<file path="config.mk">
export PLATFORM = sky130hd
export DESIGN_NAME = reflex_scan_sched_flat
export DESIGN_NICKNAME = d
export VERILOG_FILES = /design/src/rtl/reflex_scan_sched_if.sv /design/src/rtl/reflex_scan_sched.sv /design/src/flat_wrapper.sv
export SDC_FILE = /design/constraint.sdc
export NUM_CORES = 1
export LEC_CHECK = 0
export BUFFER_PORTS_ARGS = -buffer_cell sky130_fd_sc_hd__buf_2
export CAP_MARGIN = 20
export CELL_PAD_IN_SITES_DETAIL_PLACEMENT = 1
export CELL_PAD_IN_SITES_GLOBAL_PLACEMENT = 1
export CORE_UTILIZATION = 42
export CTS_BUF_LIST = sky130_fd_sc_hd__clkbuf_8
export DETAILED_ROUTE_END_ITERATION = 8
export PLACE_DENSITY_LB_ADDON = 0.15
export SETUP_SLACK_MARGIN = 0.15
export SYNTH_ARGS = -nofsm -noshare
export SYNTH_HDL_FRONTEND = slang
export SYNTH_SLANG_ARGS = --single-unit
</file>
<file path="constraint.sdc">
create_clock -name clk -period 2.3 [get_ports clk]
set_clock_uncertainty 0.2 [all_clocks]
set_input_delay 0.115 -clock clk [delete_from_list [all_inputs] [get_ports clk]]
set_output_delay 0.115 -clock clk [all_outputs]
set_load 0.01 [all_outputs]
</file>
<file path="src/rtl/reflex_scan_sched_if.sv">
`default_nettype none
// +--------------------------------------------------------------------------+
// | reflex_scan_sched_if : scan scheduler bus (mux, ADC handshake, publish). |
// | Revision: 1.0                                                            |
// +--------------------------------------------------------------------------+
interface reflex_scan_sched_if #(
  parameter int NUM_CH = 4
) ();
  logic              scan_en;
  logic [NUM_CH-1:0] ch_mask;
  logic [NUM_CH-1:0] mux_sel;
  logic              adc_start;
  logic              adc_done;
  logic [15:0]       adc_mem;
  logic [15:0]       adc_piezo;
  logic [15:0]       memristor_ref;
  logic [15:0]       piezo_ref;
  logic [NUM_CH-1:0] ch_sign_o;
  logic              control_rdy;
  logic              ctrl_busy;
  logic              scan_done;
  logic              err_timeout;

  // Scheduler side
  modport master (
    input  scan_en, ch_mask, adc_done, adc_mem, adc_piezo, ctrl_busy,
    output mux_sel, adc_start, memristor_ref, piezo_ref, ch_sign_o,
           control_rdy, scan_done, err_timeout
  );

  // Front-end / controller side
  modport slave (
    output scan_en, ch_mask, adc_done, adc_mem, adc_piezo, ctrl_busy,
    input  mux_sel, adc_start, memristor_ref, piezo_ref, ch_sign_o,
           control_rdy, scan_done, err_timeout
  );
endinterface
`default_nettype wire

</file>
<file path="src/rtl/reflex_scan_sched.sv">
`default_nettype none
// +--------------------------------------------------------------------------+
// | reflex_scan_sched : round-robin tactile channel scanner with ADC         |
// | handshake, reflex hold-off and sticky timeout. Option: REFLEX_PRIO_CH_EN |
// | Revision: 1.0                                                            |
// +--------------------------------------------------------------------------+
module reflex_scan_sched #(
  parameter int NUM_CH      = 4,
  parameter int SETTLE_CYC  = 16,
  parameter int TIMEOUT_CYC = 255,
  parameter int PRIO_CH     = 1
) (
  input  logic                clk,
  input  logic                rst,
  reflex_scan_sched_if.master bus
);

  localparam int c_ch_w    = (NUM_CH > 1) ? $clog2(NUM_CH) : 1;
  localparam int c_cnt_max = (SETTLE_CYC > TIMEOUT_CYC) ? SETTLE_CYC : TIMEOUT_CYC;
  localparam int c_cnt_w   = $clog2(c_cnt_max + 1);
  localparam logic [c_cnt_w-1:0] c_settle_last  = c_cnt_w'(SETTLE_CYC - 1);
  localparam logic [c_cnt_w-1:0] c_timeout_last = c_cnt_w'(TIMEOUT_CYC - 1);
  localparam logic [c_cnt_w-1:0] c_cnt_sat      = c_cnt_w'(c_cnt_max);

  typedef enum logic [2:0] {
    S_IDLE    = 3'd0,
    S_SELECT  = 3'd1,
    S_SETTLE  = 3'd2,
    S_CONVERT = 3'd3,
    S_PUBLISH = 3'd4,
    S_HOLD    = 3'd5,
    S_NEXT    = 3'd6
  } state_t;

  state_t              r_state;
  state_t              w_next_state;
  logic [c_ch_w-1:0]   r_ptr;
  logic [c_ch_w-1:0]   r_cur;
  logic [NUM_CH-1:0]   r_mask_rr;
  logic                r_is_prio;
  logic [c_cnt_w-1:0]  r_cnt;

  logic [NUM_CH-1:0]   w_rr_mask;
  logic                w_prio_slot;
  logic                w_prio_pick;
  logic                w_rr_found;
  logic [c_ch_w-1:0]   w_cand;
  logic [c_ch_w-1:0]   w_rr_idx;
  logic [c_ch_w-1:0]   w_sel_idx;
  logic                w_sel_ok;
  logic [NUM_CH-1:0]   w_sel_hot;
  logic                w_no_higher;

`ifdef REFLEX_PRIO_CH_EN
  logic                r_prio_due;
`endif

  // The priority channel is served only in its interleaved slot, so it is
  // removed from the round-robin candidates unless it is the only one left.
  always_comb begin
    w_rr_mask   = bus.ch_mask;
    w_prio_slot = 1'b0;
    w_prio_pick = 1'b0;
`ifdef REFLEX_PRIO_CH_EN
    w_rr_mask[PRIO_CH] = 1'b0;
    w_prio_slot = bus.ch_mask[PRIO_CH] & r_prio_due;
    w_prio_pick = bus.ch_mask[PRIO_CH] & (r_prio_due | (w_rr_mask == '0));
`endif
  end

  always_comb begin
    w_rr_found = 1'b0;
    w_rr_idx   = r_ptr;
    w_cand     = r_ptr;
    for (int i = 0; i < NUM_CH; i++) begin
      w_cand = c_ch_w'((int'(r_ptr) + i) % NUM_CH);
      if (!w_rr_found && w_rr_mask[w_cand]) begin
        w_rr_found = 1'b1;
        w_rr_idx   = w_cand;
      end
    end
  end

  always_comb begin
    w_sel_idx = w_prio_pick ? c_ch_w'(PRIO_CH) : w_rr_idx;
    w_sel_ok  = w_prio_pick | w_rr_found;
    w_sel_hot = '0;
    for (int i = 0; i < NUM_CH; i++) begin
      w_sel_hot[i] = (w_sel_idx == c_ch_w'(i));
    end
  end

  // End of pass: no round-robin channel above the one just served.
  always_comb begin
    w_no_higher = 1'b1;
    for (int i = 0; i < NUM_CH; i++) begin
      if ((i > int'(r_cur)) && r_mask_rr[i]) begin
        w_no_higher = 1'b0;
      end
    end
  end

  always_comb begin
    w_next_state = r_state;
    case (r_state)
      S_IDLE:    if (bus.scan_en && (bus.ch_mask != '0)) w_next_state = S_SELECT;
      S_SELECT:  w_next_state = w_sel_ok ? S_SETTLE : S_IDLE;
      S_SETTLE:  if (r_cnt >= c_settle_last) w_next_state = S_CONVERT;
      S_CONVERT: begin
        if (bus.adc_done)                  w_next_state = S_PUBLISH;
        else if (r_cnt >= c_timeout_last)  w_next_state = S_NEXT;
      end
      S_PUBLISH: w_next_state = S_HOLD;
      S_HOLD:    if (!bus.ctrl_busy) w_next_state = S_NEXT;
      S_NEXT:    w_next_state = (bus.scan_en && (bus.ch_mask != '0)) ? S_SELECT : S_IDLE;
      default:   w_next_state = S_IDLE;
    endcase
  end

  always_ff @(posedge clk or posedge rst) begin
    if (rst) r_state <= S_IDLE;
    else     r_state <= w_next_state;
  end

  always_ff @(posedge clk or posedge rst) begin
    if (rst) begin
      r_ptr             <= '0;
      r_cur             <= '0;
      r_mask_rr         <= '0;
      r_is_prio         <= 1'b0;
      r_cnt             <= '0;
      bus.mux_sel       <= '0;
      bus.adc_start     <= 1'b0;
      bus.memristor_ref <= '0;
      bus.piezo_ref     <= '0;
      bus.ch_sign_o     <= '0;
      bus.control_rdy   <= 1'b0;
      bus.scan_done     <= 1'b0;
      bus.err_timeout   <= 1'b0;
    end else begin
      bus.adc_start   <= 1'b0;
      bus.control_rdy <= 1'b0;
      bus.scan_done   <= (w_next_state == S_NEXT) && (r_state != S_NEXT) &&
                         w_no_higher && !r_is_prio;
      case (r_state)
        S_SELECT: begin
          r_cnt <= '0;
          if (w_sel_ok) begin
            bus.mux_sel <= w_sel_hot;
            r_cur       <= w_sel_idx;
            r_mask_rr   <= w_rr_mask;
            r_is_prio   <= w_prio_slot;
          end else begin
            bus.mux_sel <= '0;
          end
        end
        S_SETTLE: begin
          if (r_cnt >= c_settle_last) begin
            r_cnt         <= '0;
            bus.adc_start <= 1'b1;
          end else if (r_cnt != c_cnt_sat) begin
            r_cnt <= r_cnt + c_cnt_w'(1);
          end
        end
        S_CONVERT: begin
          // A done arriving on the expiry cycle still wins over the timeout.
          if (bus.adc_done) begin
            bus.memristor_ref <= bus.adc_mem;
            bus.piezo_ref     <= bus.adc_piezo;
            bus.ch_sign_o     <= bus.mux_sel;
            bus.control_rdy   <= 1'b1;
          end else if (r_cnt >= c_timeout_last) begin
            bus.err_timeout <= 1'b1;
          end else if (r_cnt != c_cnt_sat) begin
            r_cnt <= r_cnt + c_cnt_w'(1);
          end
        end
        S_NEXT: begin
          if (!r_is_prio) begin
            r_ptr <= (r_cur == c_ch_w'(NUM_CH - 1)) ? '0 : r_cur + c_ch_w'(1);
          end
          if (w_next_state == S_IDLE) bus.mux_sel <= '0;
        end
        default: ;
      endcase
    end
  end

`ifdef REFLEX_PRIO_CH_EN
  // A priority slot is owed after every channel that was not itself priority.
  always_ff @(posedge clk or posedge rst) begin
    if (rst)                    r_prio_due <= 1'b0;
    else if (r_state == S_NEXT) r_prio_due <= !r_is_prio && (r_cur != c_ch_w'(PRIO_CH));
  end
`endif

endmodule
`default_nettype wire

</file>
<file path="src/flat_wrapper.sv">
// flat-port wrapper written by rule: the top's interface ports become plain ports
module reflex_scan_sched_flat 
#(
  parameter int NUM_CH      = 4,
  parameter int SETTLE_CYC  = 16,
  parameter int TIMEOUT_CYC = 255,
  parameter int PRIO_CH     = 1
)
  (clk, rst, bus_scan_en, bus_ch_mask, bus_adc_done, bus_adc_mem, bus_adc_piezo, bus_ctrl_busy, bus_mux_sel, bus_adc_start, bus_memristor_ref, bus_piezo_ref, bus_ch_sign_o, bus_control_rdy, bus_scan_done, bus_err_timeout);
  reflex_scan_sched_if #(.NUM_CH(NUM_CH)) bus_i ();
  input  logic clk;
  input  logic rst;
  input wire logic [$bits(bus_i.scan_en)-1:0] bus_scan_en;
  input wire logic [$bits(bus_i.ch_mask)-1:0] bus_ch_mask;
  input wire logic [$bits(bus_i.adc_done)-1:0] bus_adc_done;
  input wire logic [$bits(bus_i.adc_mem)-1:0] bus_adc_mem;
  input wire logic [$bits(bus_i.adc_piezo)-1:0] bus_adc_piezo;
  input wire logic [$bits(bus_i.ctrl_busy)-1:0] bus_ctrl_busy;
  output wire logic [$bits(bus_i.mux_sel)-1:0] bus_mux_sel;
  output wire logic [$bits(bus_i.adc_start)-1:0] bus_adc_start;
  output wire logic [$bits(bus_i.memristor_ref)-1:0] bus_memristor_ref;
  output wire logic [$bits(bus_i.piezo_ref)-1:0] bus_piezo_ref;
  output wire logic [$bits(bus_i.ch_sign_o)-1:0] bus_ch_sign_o;
  output wire logic [$bits(bus_i.control_rdy)-1:0] bus_control_rdy;
  output wire logic [$bits(bus_i.scan_done)-1:0] bus_scan_done;
  output wire logic [$bits(bus_i.err_timeout)-1:0] bus_err_timeout;
  assign bus_i.scan_en = bus_scan_en;
  assign bus_i.ch_mask = bus_ch_mask;
  assign bus_i.adc_done = bus_adc_done;
  assign bus_i.adc_mem = bus_adc_mem;
  assign bus_i.adc_piezo = bus_adc_piezo;
  assign bus_i.ctrl_busy = bus_ctrl_busy;
  assign bus_mux_sel = bus_i.mux_sel;
  assign bus_adc_start = bus_i.adc_start;
  assign bus_memristor_ref = bus_i.memristor_ref;
  assign bus_piezo_ref = bus_i.piezo_ref;
  assign bus_ch_sign_o = bus_i.ch_sign_o;
  assign bus_control_rdy = bus_i.control_rdy;
  assign bus_scan_done = bus_i.scan_done;
  assign bus_err_timeout = bus_i.err_timeout;
  reflex_scan_sched #(.NUM_CH(NUM_CH), .SETTLE_CYC(SETTLE_CYC), .TIMEOUT_CYC(TIMEOUT_CYC), .PRIO_CH(PRIO_CH)) u_core (.clk(clk), .rst(rst), .bus(bus_i));
endmodule
</file>
; ---- Word level (Yosys, flattened, before mapping)
; Cells that the tools add are included.
[op_classes]
n_bitwise = 1
add_sub_neg = 5
n_eq_ne = 16
reduce_logical = 23
mux = 39
order_cmp = 9
[ops]
columns = op, n
row1 = 8-bit two-way mux, 4
row2 = 8-bit one-hot mux with 3 select lines, 1
row3 = 3-bit one-hot mux with 7 select lines, 1
row4 = 1-bit two-way mux, 16
row5 = 3-bit two-way mux, 5
row6 = 3-bit equality test (second input constant), 4
row7 = 2-bit by 3-bit < comparator with 1-bit output (second input constant), 4
row8 = 2-bit two-way mux, 5
row9 = 1-bit logical AND, 9
row10 = 8-bit by 1-bit adder with 8-bit output (second input constant), 1
row11 = 1-bit binary-select mux with 2-bit select, 4
row12 = 8-bit by 4-bit greater-or-equal comparator with 1-bit output (second input constant), 1
row13 = 8-bit greater-or-equal comparator (second input constant), 1
row14 = 4-bit two-way mux, 2
row15 = 8-bit != test (second input constant), 1
row16 = 4-bit one-hot mux with 2 select lines, 1
row17 = 2-bit equality test (second input constant), 3
row18 = 3-bit by 2-bit equality test with 1-bit output (second input constant), 2
row19 = 3-bit logical NOT, 2
row20 = 2-bit AND reduction, 3
row21 = 3-bit AND reduction, 2
row22 = 2-bit by 1-bit adder with 2-bit output (second input constant), 2
row23 = 2-bit adder (second input constant), 2
row24 = 2-bit > comparator (first input constant), 2
row25 = 12 further kinds, 15
[word_totals]
regBits = 63
input_bits = 41

; ---- Depth between registers and ports, before layout
; Gate-level depths: netlist (run 1).
[logic_depth]
word_depth = 17
ltp_mapped = 6
mapped_depth_nobuf = 6

; ---- Worst setup path after synthesis (run 1)
; OpenSTA, ideal clock, no wires.
[synth_timing]
path_type = register to register
from = register u_core.r_cnt[0]
to = register u_core.r_cnt[4]
setup_time_ns = 0.121
period_less_slack_ns = 1.800
path_stages_with_launch = 7
arrival_time_ns = 1.479
slack_ns = 0.500
cell_sequence = dfrtp_1 inv_1 ha_1 or2_1 a31o_2 a21o_1 o22a_1
[synth_between]
elab_chain_len = 5
elab_cells_between_ends = 11
classes_between = add/sub (1) / order compare (2) / eq/ne (2) / mux (5) / reduce/logical (1)
[synth_lines]
columns = item, line_no
row1 = start: declaration, reflex_scan_sched.sv:41  ; logic [c_cnt_w-1:0] r_cnt;
row2 = start signal: assignment, reflex_scan_sched.sv:162  ; r_cnt <= r_cnt + c_cnt_w'(1);
row3 = start signal: assignment, reflex_scan_sched.sv:175  ; r_cnt <= r_cnt + c_cnt_w'(1);
row4 = 8-bit by 1-bit adder with 8-bit output or 8-bit != test (tied branches), -
row5 = 8-bit two-way mux, "reflex_scan_sched.sv:161, reflex_scan_sched.sv:174"
row6 = 8-bit two-way mux, reflex_scan_sched.sv:172  ; end else if (r_cnt >= c_timeout_last) begin
row7 = 8-bit two-way mux, reflex_scan_sched.sv:167  ; if (bus.adc_done) begin
row8 = 8-bit one-hot mux with 3 select lines, reflex_scan_sched.sv:145  ; case (r_state)
; Parallel ways exist; a longest one is shown, timed or not. The select of a mux whose other input is x is not followed.
; A chain may end at the register's enable or synchronous reset.

; ---- Final worst setup path (run 1)
[layout_timing]
from = register u_core.r_cnt[0]
to = register u_core.r_cnt[5]
; The elaborated chain is that of the path after synthesis.

==> results of run 1 <==
## layout by cell type, fill, tap and decap left out, types with 3 or more instances in the layout
master | Yosys | layout
sky130_fd_sc_hd__buf_4 | 1 | 4
sky130_fd_sc_hd__inv_1 | 8 | 8
sky130_fd_sc_hd__and3_1 | 5 | 5
sky130_fd_sc_hd__buf_2 | 5 | 84
sky130_fd_sc_hd__mux2_1 | 30 | 30
sky130_fd_sc_hd__a311oi_1 | 5 | 5
sky130_fd_sc_hd__a21oi_1 | 9 | 9
sky130_fd_sc_hd__mux2_2 | 8 | 8
sky130_fd_sc_hd__nor2b_1 | 5 | 5
sky130_fd_sc_hd__dfrtp_1 | 62 | 62
sky130_fd_sc_hd__nand2_1 | 23 | 23
sky130_fd_sc_hd__a211oi_1 | 4 | 4
sky130_fd_sc_hd__dlygate4sd3_1 | 0 | 38
sky130_fd_sc_hd__nor2_1 | 3 | 3
sky130_fd_sc_hd__o22a_1 | 5 | 5
sky130_fd_sc_hd__nand3_1 | 6 | 6
sky130_fd_sc_hd__clkbuf_8 | 0 | 10
sky130_fd_sc_hd__ha_1 | 5 | 5
sky130_fd_sc_hd__o21ai_1 | 3 | 3
sky130_fd_sc_hd__buf_12 | 0 | 3
## logic make-up after synthesis
family          Yosys count  synth area share [%]
flops                    62                 53.89
simple gates             61                 12.47
compound gates           51                 13.69
mux                      38                 14.86
buf+inv                  16                 2.564
fa+ha+maj                 6                 2.521
## final cells by class
class	count	area (µm²)
tap	77	96.34
multi-input combinational	156	1254
clock inverter	6	62.56
clock buffer	10	137.6
sequential	62	1551
timing repair buffer	129	890.9
inverter	8	30.03
fill	676	2472
## sequential cells by signal, indices dropped and copies added (netlist names)
| signal | cells |
|---|---|
| u_core.bus.adc_start | 1 |
| u_core.bus.ch_sign_o | 4 |
| u_core.bus.control_rdy | 1 |
| u_core.bus.err_timeout | 1 |
| u_core.bus.memristor_ref | 16 |
| u_core.bus.mux_sel | 4 |
| u_core.bus.piezo_ref | 16 |
| u_core.bus.scan_done | 1 |
| u_core.r_cnt | 8 |
| u_core.r_cur | 2 |
| u_core.r_mask_rr | 3 |
| u_core.r_ptr | 2 |
| u_core.r_state | 3 |
## layer usage
metal | vias up | part of all wire, %
li1 | 1129 | -
met1 | 1191 | 45
met2 | 93 | 48
met3 | 4 | 6.3
met4 | 0 | 0.61
met5 | - | 0
## per-stage QoR
stage                     cell area (µm²)  hold slack (ns)  util [%]  power, W  worst slack, ns
after floorplan                      2879          0.02044         -  0.003026           0.4436
after global placement               3442         0.002689     53.00  0.003669           0.4143
after detailed placement             3442         0.008139     53.00  0.003774           0.3638
after CTS                            4023          0.02308     61.93  0.004805           0.3310
after global routing                 4023          0.03974     61.93  0.005191           0.1510
final                                4023          0.04875     61.93  0.004851           0.3001
## final timing paths
check                                    startpoint               endpoint  cells past startpoint
worst max-delay path                u_core.r_cnt[0]        u_core.r_cnt[5]                      6
worst min-delay path                    bus_scan_en  u_core.bus.mux_sel[1]                      4
worst max register to register      u_core.r_cnt[0]        u_core.r_cnt[5]                      6
worst min register to register  u_core.r_mask_rr[3]    u_core.r_mask_rr[3]                      2
max in group asynchronous                       rst        u_core.r_cur[0]                      4
min in group asynchronous                       rst        u_core.r_cnt[3]                      4
## repair_timing
action                                 in CTS  in global routing
hold buffers                               38                  0
endpoints found under the hold margin      99                  0
setup endpoints to repair                   0                  0
resized for setup                           0                  0
## worst max-delay path: stages, from the launching register on
cell	delay (ns)
sky130_fd_sc_hd__dfrtp_1	0.36
sky130_fd_sc_hd__inv_1	0.08
sky130_fd_sc_hd__ha_1	0.20
sky130_fd_sc_hd__or2_1	0.26
sky130_fd_sc_hd__a31o_2	0.27
sky130_fd_sc_hd__a21o_1	0.25
sky130_fd_sc_hd__o22a_1	0.26
## where the power goes
group	internal [W]	switching [W]	total (W)	leakage [nW]
Clock	0.000526	0.000440	0.000966	0.0997
Sequential	0.00155	0.000325	0.00188	0.779
Combinational	0.000929	0.00108	0.00201	1.11
==> summary.txt, run 1 <==
STATUS
----------------------------------------------------------------------------------------------------
Result of the run ..................................................................... finished, violations left
Failing checks ........................................................................          DRC

MIN PATH
----------------------------------------------------------------------------------------------------
Class of the tightest hold or removal check ........................................... input port to flip-flop

PWR
----------------------------------------------------------------------------------------------------
Power density over the cells ..........................................................  1206 mW/mm²
Maximum VDD drop ......................................................................  0.0005841 V
Leakage power .........................................................................     1.987 nW

SYNTH
----------------------------------------------------------------------------------------------------
Synth async-reset ratio ...............................................................       100.0%
Post-Synthesis Cells ..................................................................          234
Area of the mapped netlist ............................................................ 0.002879 mm²
Yosys cell types ......................................................................           54
Number of nets in the synthesized netlist .............................................          280
Average footprint of a synthesized cell ...............................................    12.30 µm²
Prevailing post-synth register cell ................................................... sky130_fd_sc_hd__dfrtp_1
Number of synthesized register bits ...................................................           62
Sequential fraction of the synthesis area .............................................       53.89%
Share of Yosys cell area claimed by the top area cell type ............................       53.89%
Top area cells in the synthesized netlist ............................................. sky130_fd_sc_hd__dfrtp_1 (54%), sky130_fd_sc_hd__mux2_1 (12%), sky130_fd_sc_hd__mux2_2 (3.1%)
Post-synth EDFFs ......................................................................            0
Most frequent cell after synthesis .................................................... sky130_fd_sc_hd__dfrtp_1
Most used standard cells in the synthesized netlist ................................... sky130_fd_sc_hd__dfrtp_1 (62), sky130_fd_sc_hd__mux2_1 (30), sky130_fd_sc_hd__nand2_1 (23)
Yosys top cell by area ................................................................ sky130_fd_sc_hd__dfrtp_1
Yosys warning count ...................................................................            0

STA
----------------------------------------------------------------------------------------------------
Shortest period the worst path allows .................................................     2.000 ns
# setup viols final ...................................................................            0
Final Hold Vio Count ..................................................................            0
Slew at the pin closest to its max-slew limit .........................................    0.6907 ns
Number of pins with negative max-slew slack in the final report .......................            0
Unrepaired setup endpoints after global routing .......................................           no
Rel. slew slack .......................................................................       53.56%
Sum of negative setup slack ...........................................................         0 ns
Final critical-path share of the clock period .........................................       86.95%
Achievable clock frequency ............................................................    500.0 MHz

CELLS AND AREA
----------------------------------------------------------------------------------------------------
Cell Count, Final, Fillers Out ........................................................          448
Nets@finish ...........................................................................          412
Total inserted antenna cells ..........................................................            0
Ratio of cells with drive above 1 in the final layout .................................       34.23%
Synth-to-Final Area Change ............................................................       39.72%

DETAILED ROUTING
----------------------------------------------------------------------------------------------------
Post-detailed-route count of antenna-violating nets ...................................            0
Total number of vias ..................................................................         2417
Number of remaining DRC errors ........................................................           14
Wire length per cell ..................................................................     18.77 µm
Total Routed Length ...................................................................     8.408 mm
Drt first-iter violations .............................................................          124
First-pass iteration count of the detailed router .....................................            6
Vias per cell .........................................................................        5.395

CLOCK TREE
----------------------------------------------------------------------------------------------------
Num CTS Buffers .......................................................................            9
Clock-pin slew reported for the worst setup and hold paths after clock tree synthesis .      0.07 ns
Post CTS Setup Buffer Count ...........................................................            0
Worst skew pair latency ...............................................................      0.34 ns
Longest Clk Path Bufs .................................................................            2
CTS sink count ........................................................................           62
Root buffer cell ...................................................................... sky130_fd_sc_hd__clkbuf_8
TritonCTS clock tree ..................................................................        built
H-Tree Level Count ....................................................................            3

WORST SETUP PATH
----------------------------------------------------------------------------------------------------
Setup CP Type ......................................................................... flip-flop to flip-flop
Maximum fanout along the worst path ...................................................            7
Data required, critical path ..........................................................      2.31 ns
CP Launch Type ........................................................................    flip-flop
FF-to-FF setup slack ..................................................................      0.30 ns
Critical path endpoint category .......................................................    flip-flop
Critical path data arrival time .......................................................      2.01 ns

GLOBAL ROUTE
----------------------------------------------------------------------------------------------------
Met3 demand-to-capacity share in global routing .......................................       6.883%
Initial antenna violation count .......................................................            0
Total global-route track usage ........................................................       25.74%
Global-route wire length before repair ................................................     14.09 mm
Pin count of the biggest net entering global routing ..................................           63
Met2 layer usage reported by global route .............................................       41.39%
Total congestion overflow after global routing ........................................            0
Global-route track usage on met1 ......................................................       34.12%
Vias in the first global route ........................................................         2586
Busiest layer in global routing .......................................................         met2

DIE
----------------------------------------------------------------------------------------------------
Site Rows .............................................................................           29
Placeable core region ................................................................. 0.006495 mm²
Ports .................................................................................           85
Die H .................................................................................     84.80 µm
Full die area ......................................................................... 0.007190 mm²
Die extent in x .......................................................................     84.80 µm
Initial core utilization ..............................................................       44.33%

PLACE
----------------------------------------------------------------------------------------------------
Post-detail-place hpwl ................................................................     5.045 mm
Global placer's final weighted congestion .............................................       0.8555
# placed instances ....................................................................          394
Count of buffers inserted at the top-level ports ......................................           84

JOB
----------------------------------------------------------------------------------------------------
Max-cap violation count ...............................................................            0

(Power assumes the default switching activity.)
==> run 2: changes to the inputs <==
--- a/config.mk
+++ b/config.mk
@@ -12,7 +12,9 @@
 export CORE_UTILIZATION = 42
 export CTS_BUF_LIST = sky130_fd_sc_hd__clkbuf_8
 export DETAILED_ROUTE_END_ITERATION = 8
+export MAX_ROUTING_LAYER = met4
 export PLACE_DENSITY_LB_ADDON = 0.15
+export RECOVER_POWER = 100
 export SETUP_SLACK_MARGIN = 0.15
 export SYNTH_ARGS = -nofsm -noshare
 export SYNTH_HDL_FRONTEND = slang
==> run 2 against run 1 <==
Against the previous run:
- design area down 3.6%
- critical endpoint is now u_core.bus.memristor_ref[15]
- the run still ends with DRC left
- worst setup slack worse by 0.0081 ns
- power down 5.1%
- worst hold slack gained 0.047 ns
- combinational power is 9% lower
==> summary.txt, run 2 (same netlist as run 1, synthesis figures left out) <==
STATUS
----------------------------------------------------------------------------------------------------
Failing checks ........................................................................          DRC
Result of the run ..................................................................... finished, violations left

DIE
----------------------------------------------------------------------------------------------------
Ports .................................................................................           85   unchanged
Placeable core region ................................................................. 0.006495 mm²   unchanged
Die extent in x .......................................................................     84.80 µm   unchanged
Initial core utilization ..............................................................       44.33%   unchanged
Site Rows .............................................................................           29   unchanged
Die H .................................................................................     84.80 µm   unchanged
Full die area ......................................................................... 0.007190 mm²   unchanged

CELLS AND AREA
----------------------------------------------------------------------------------------------------
Synth-to-Final Area Change ............................................................       34.64%
Number of fill cells ..................................................................          726   +7.4%
Largest registers in the final layout ................................................. u_core.bus.memristor_ref (16), u_core.bus.piezo_ref (16), u_core.r_cnt (8)
Nets@finish ...........................................................................          411   -0.24%
Most frequent cells in the layout ..................................................... sky130_fd_sc_hd__dfrtp_1 (62), sky130_fd_sc_hd__clkbuf_1 (45), sky130_fd_sc_hd__buf_2 (39)
Most common cell after layout, fill and taps aside .................................... sky130_fd_sc_hd__dfrtp_1
Ratio of cells with drive above 1 in the final layout .................................       20.00%   -14 points
Total inserted antenna cells ..........................................................            0   unchanged

GLOBAL ROUTE
----------------------------------------------------------------------------------------------------
Initial antenna violation count .......................................................            0   unchanged
Pin count of the biggest net entering global routing ..................................           41   -35%
Total congestion overflow after global routing ........................................            0   unchanged
Total global-route track usage ........................................................       25.85%   +0.11 points
Vias in the first global route ........................................................         2584   -0.077%
Global-route wire length before repair ................................................     13.69 mm   -2.8%

DETAILED ROUTING
----------------------------------------------------------------------------------------------------
Vias per cell .........................................................................        5.387   -0.15%
Total Routed Length ...................................................................     8.141 mm   -3.2%
First-pass iteration count of the detailed router .....................................            6   unchanged
Drt first-iter violations .............................................................          150   +21%
Wire length per cell ..................................................................     18.21 µm   -3.0%
Post-detailed-route count of antenna-violating nets ...................................            0   unchanged
Total number of vias ..................................................................         2408   -0.37%
Number of remaining DRC errors ........................................................           14   unchanged

WORST SETUP PATH
----------------------------------------------------------------------------------------------------
Start of the worst register-to-register path .......................................... u_core.r_state[2]
CP Launch Type ........................................................................    flip-flop
Launch point of the worst path ........................................................ u_core.r_state[2]
Critical path data arrival time .......................................................      2.02 ns   about the same
Cell class contributing the biggest share of worst-path delay ......................... simple AND/OR/NAND/NOR gates
Worst stage delay on the critical path ................................................      0.41 ns   +0.05 ns
Setup CP Type ......................................................................... flip-flop to flip-flop
Ordered list of cells on the worst path ............................................... and2b_1 > nand3_4 > clkbuf_2 > mux2_1
Total buffers and inverters traversed by the critical path ............................            1   unchanged
Data required, critical path ..........................................................      2.31 ns   about the same
FF-to-FF setup slack ..................................................................      0.29 ns   about the same
Cell at the slowest stage of the critical path ........................................ sky130_fd_sc_hd__mux2_1
Critical path endpoint category .......................................................    flip-flop
Maximum fanout along the worst path ...................................................           14   +7

STA
----------------------------------------------------------------------------------------------------
# setup viols final ...................................................................            0   unchanged
Slew at the pin closest to its max-slew limit .........................................    0.8827 ns   +0.1920 ns
Unrepaired setup endpoints after global routing .......................................           no
Final Hold Vio Count ..................................................................            0   unchanged
Achievable clock frequency ............................................................    498.0 MHz   -0.40%
Shortest period the worst path allows .................................................     2.008 ns   +0.008064 ns
Sum of negative setup slack ...........................................................         0 ns   unchanged
Rel. slew slack .......................................................................       41.09%   -12 points
Final critical-path share of the clock period .........................................       87.30%   +0.35 points
Number of pins with negative max-slew slack in the final report .......................            0   unchanged

PWR
----------------------------------------------------------------------------------------------------
Overall power consumption .............................................................   0.004602 W   -5.1%
Leakage power .........................................................................     1.804 nW   -9.2%
Maximum VDD drop ......................................................................  0.0005218 V   -11%
Power density over the cells ..........................................................  1187 mW/mm²   -1.6%

CLOCK TREE
----------------------------------------------------------------------------------------------------
Worst skew pair latency ...............................................................      0.34 ns   about the same
Num CTS Buffers .......................................................................            9   unchanged
CTS sink count ........................................................................           62   unchanged
Clock-pin slew reported for the worst setup and hold paths after clock tree synthesis .      0.07 ns   about the same
TritonCTS clock tree ..................................................................        built
H-Tree Level Count ....................................................................            3   unchanged
Longest Clk Path Bufs .................................................................            2   unchanged
Root buffer cell ...................................................................... sky130_fd_sc_hd__clkbuf_8

JOB
----------------------------------------------------------------------------------------------------
Max-cap violation count ...............................................................            0   unchanged

PLACE
----------------------------------------------------------------------------------------------------
Count of buffers inserted at the top-level ports ......................................           84   unchanged
Post-detail-place hpwl ................................................................     5.166 mm   +2.4%
Global placer's final weighted congestion .............................................       0.7803   -8.8%

MIN PATH
----------------------------------------------------------------------------------------------------
Hold path startpoint ..................................................................  bus_scan_en
Class of the tightest hold or removal check ........................................... input port to flip-flop

==> run 2: changes by cell type in the layout (fill, tap and decap cells not counted), sizes merged <==
cell,before,now
bufinv,1,0
clkbuf,10,59
inv,9,8
clkinv,2,3
buf,91,42
==> run 2: metal layers <==
layer	routed length [µm]	GRT usage [%]
met5	0	-
met4	96	7.858
met3	554	5.801
met2	3851	41.39
met1	3638	32.95
==> run 2: path summary, 6_finish.rpt <==
| kind | endpoint | cells past startpoint |
|---|---|---|
| worst max-delay path | u_core.bus.memristor_ref[15] | 4 |
| max in group asynchronous | u_core.r_cnt[6] | 4 |
| min in group asynchronous | u_core.bus.piezo_ref[1] | 3 |
| worst min-delay path | u_core.r_state[0] | 4 |
| worst min register to register | u_core.r_mask_rr[3] | 2 |
| worst max register to register | u_core.bus.memristor_ref[15] | 4 |
==> run 2: tightest hold or removal path: stages <==
cell                        delay [ns]
sky130_fd_sc_hd__buf_2            0.10
sky130_fd_sc_hd__nand2_1          0.09
sky130_fd_sc_hd__maj3_1           0.17
sky130_fd_sc_hd__o2111ai_1        0.10
==> run 2: metrics by stage <==
stage	instance area [µm²]	instances	hold WS [ns]	utilization (%)	worst slack [ns]
after CTS	4000	447	0.02129	61.59	0.3312
after detailed placement	3435	393	-0.02893	52.88	0.3439
after floorplan	2879	234	0.02044	-	0.4436
after global placement	3435	393	-0.02833	52.88	0.4211
final	3876	447	0.09561	59.68	0.2920
after global routing	3876	447	0.1042	59.68	0.1550
==> run 2: layout make-up <==
| cell class | instances | area (µm²) | share of cell area (%) |
|---|---|---|---|
| timing repair buffer | 128 | 784.5 | 20.24 |
| clock inverter | 5 | 33.78 | 0.8715 |
| multi-input combinational | 156 | 1229 | 31.70 |
| inverter | 8 | 30.03 | 0.7747 |
| tap | 77 | 96.34 | 2.485 |
| clock buffer | 11 | 151.4 | 3.906 |
| sequential | 62 | 1551 | 40.03 |
==> run 2: timing repair <==
item                                    CTS  global route
endpoints found under the hold margin    59             0
hold buffers                             38             0
gates resized for setup                   0             0
endpoints found under the setup margin    0             0
setup buffers                             0             0
==> run 2: power by group <==
part | switching, W | total (W) | internal (W) | leakage [nW]
clock | 0.000442 | 0.000890 | 0.000448 | 0.0913
sequential | 0.000337 | 0.00189 | 0.00155 | 0.779
combinational | 0.00104 | 0.00182 | 0.000779 | 0.934
total | 0.00182 | 0.00460 | 0.00278 | 1.80
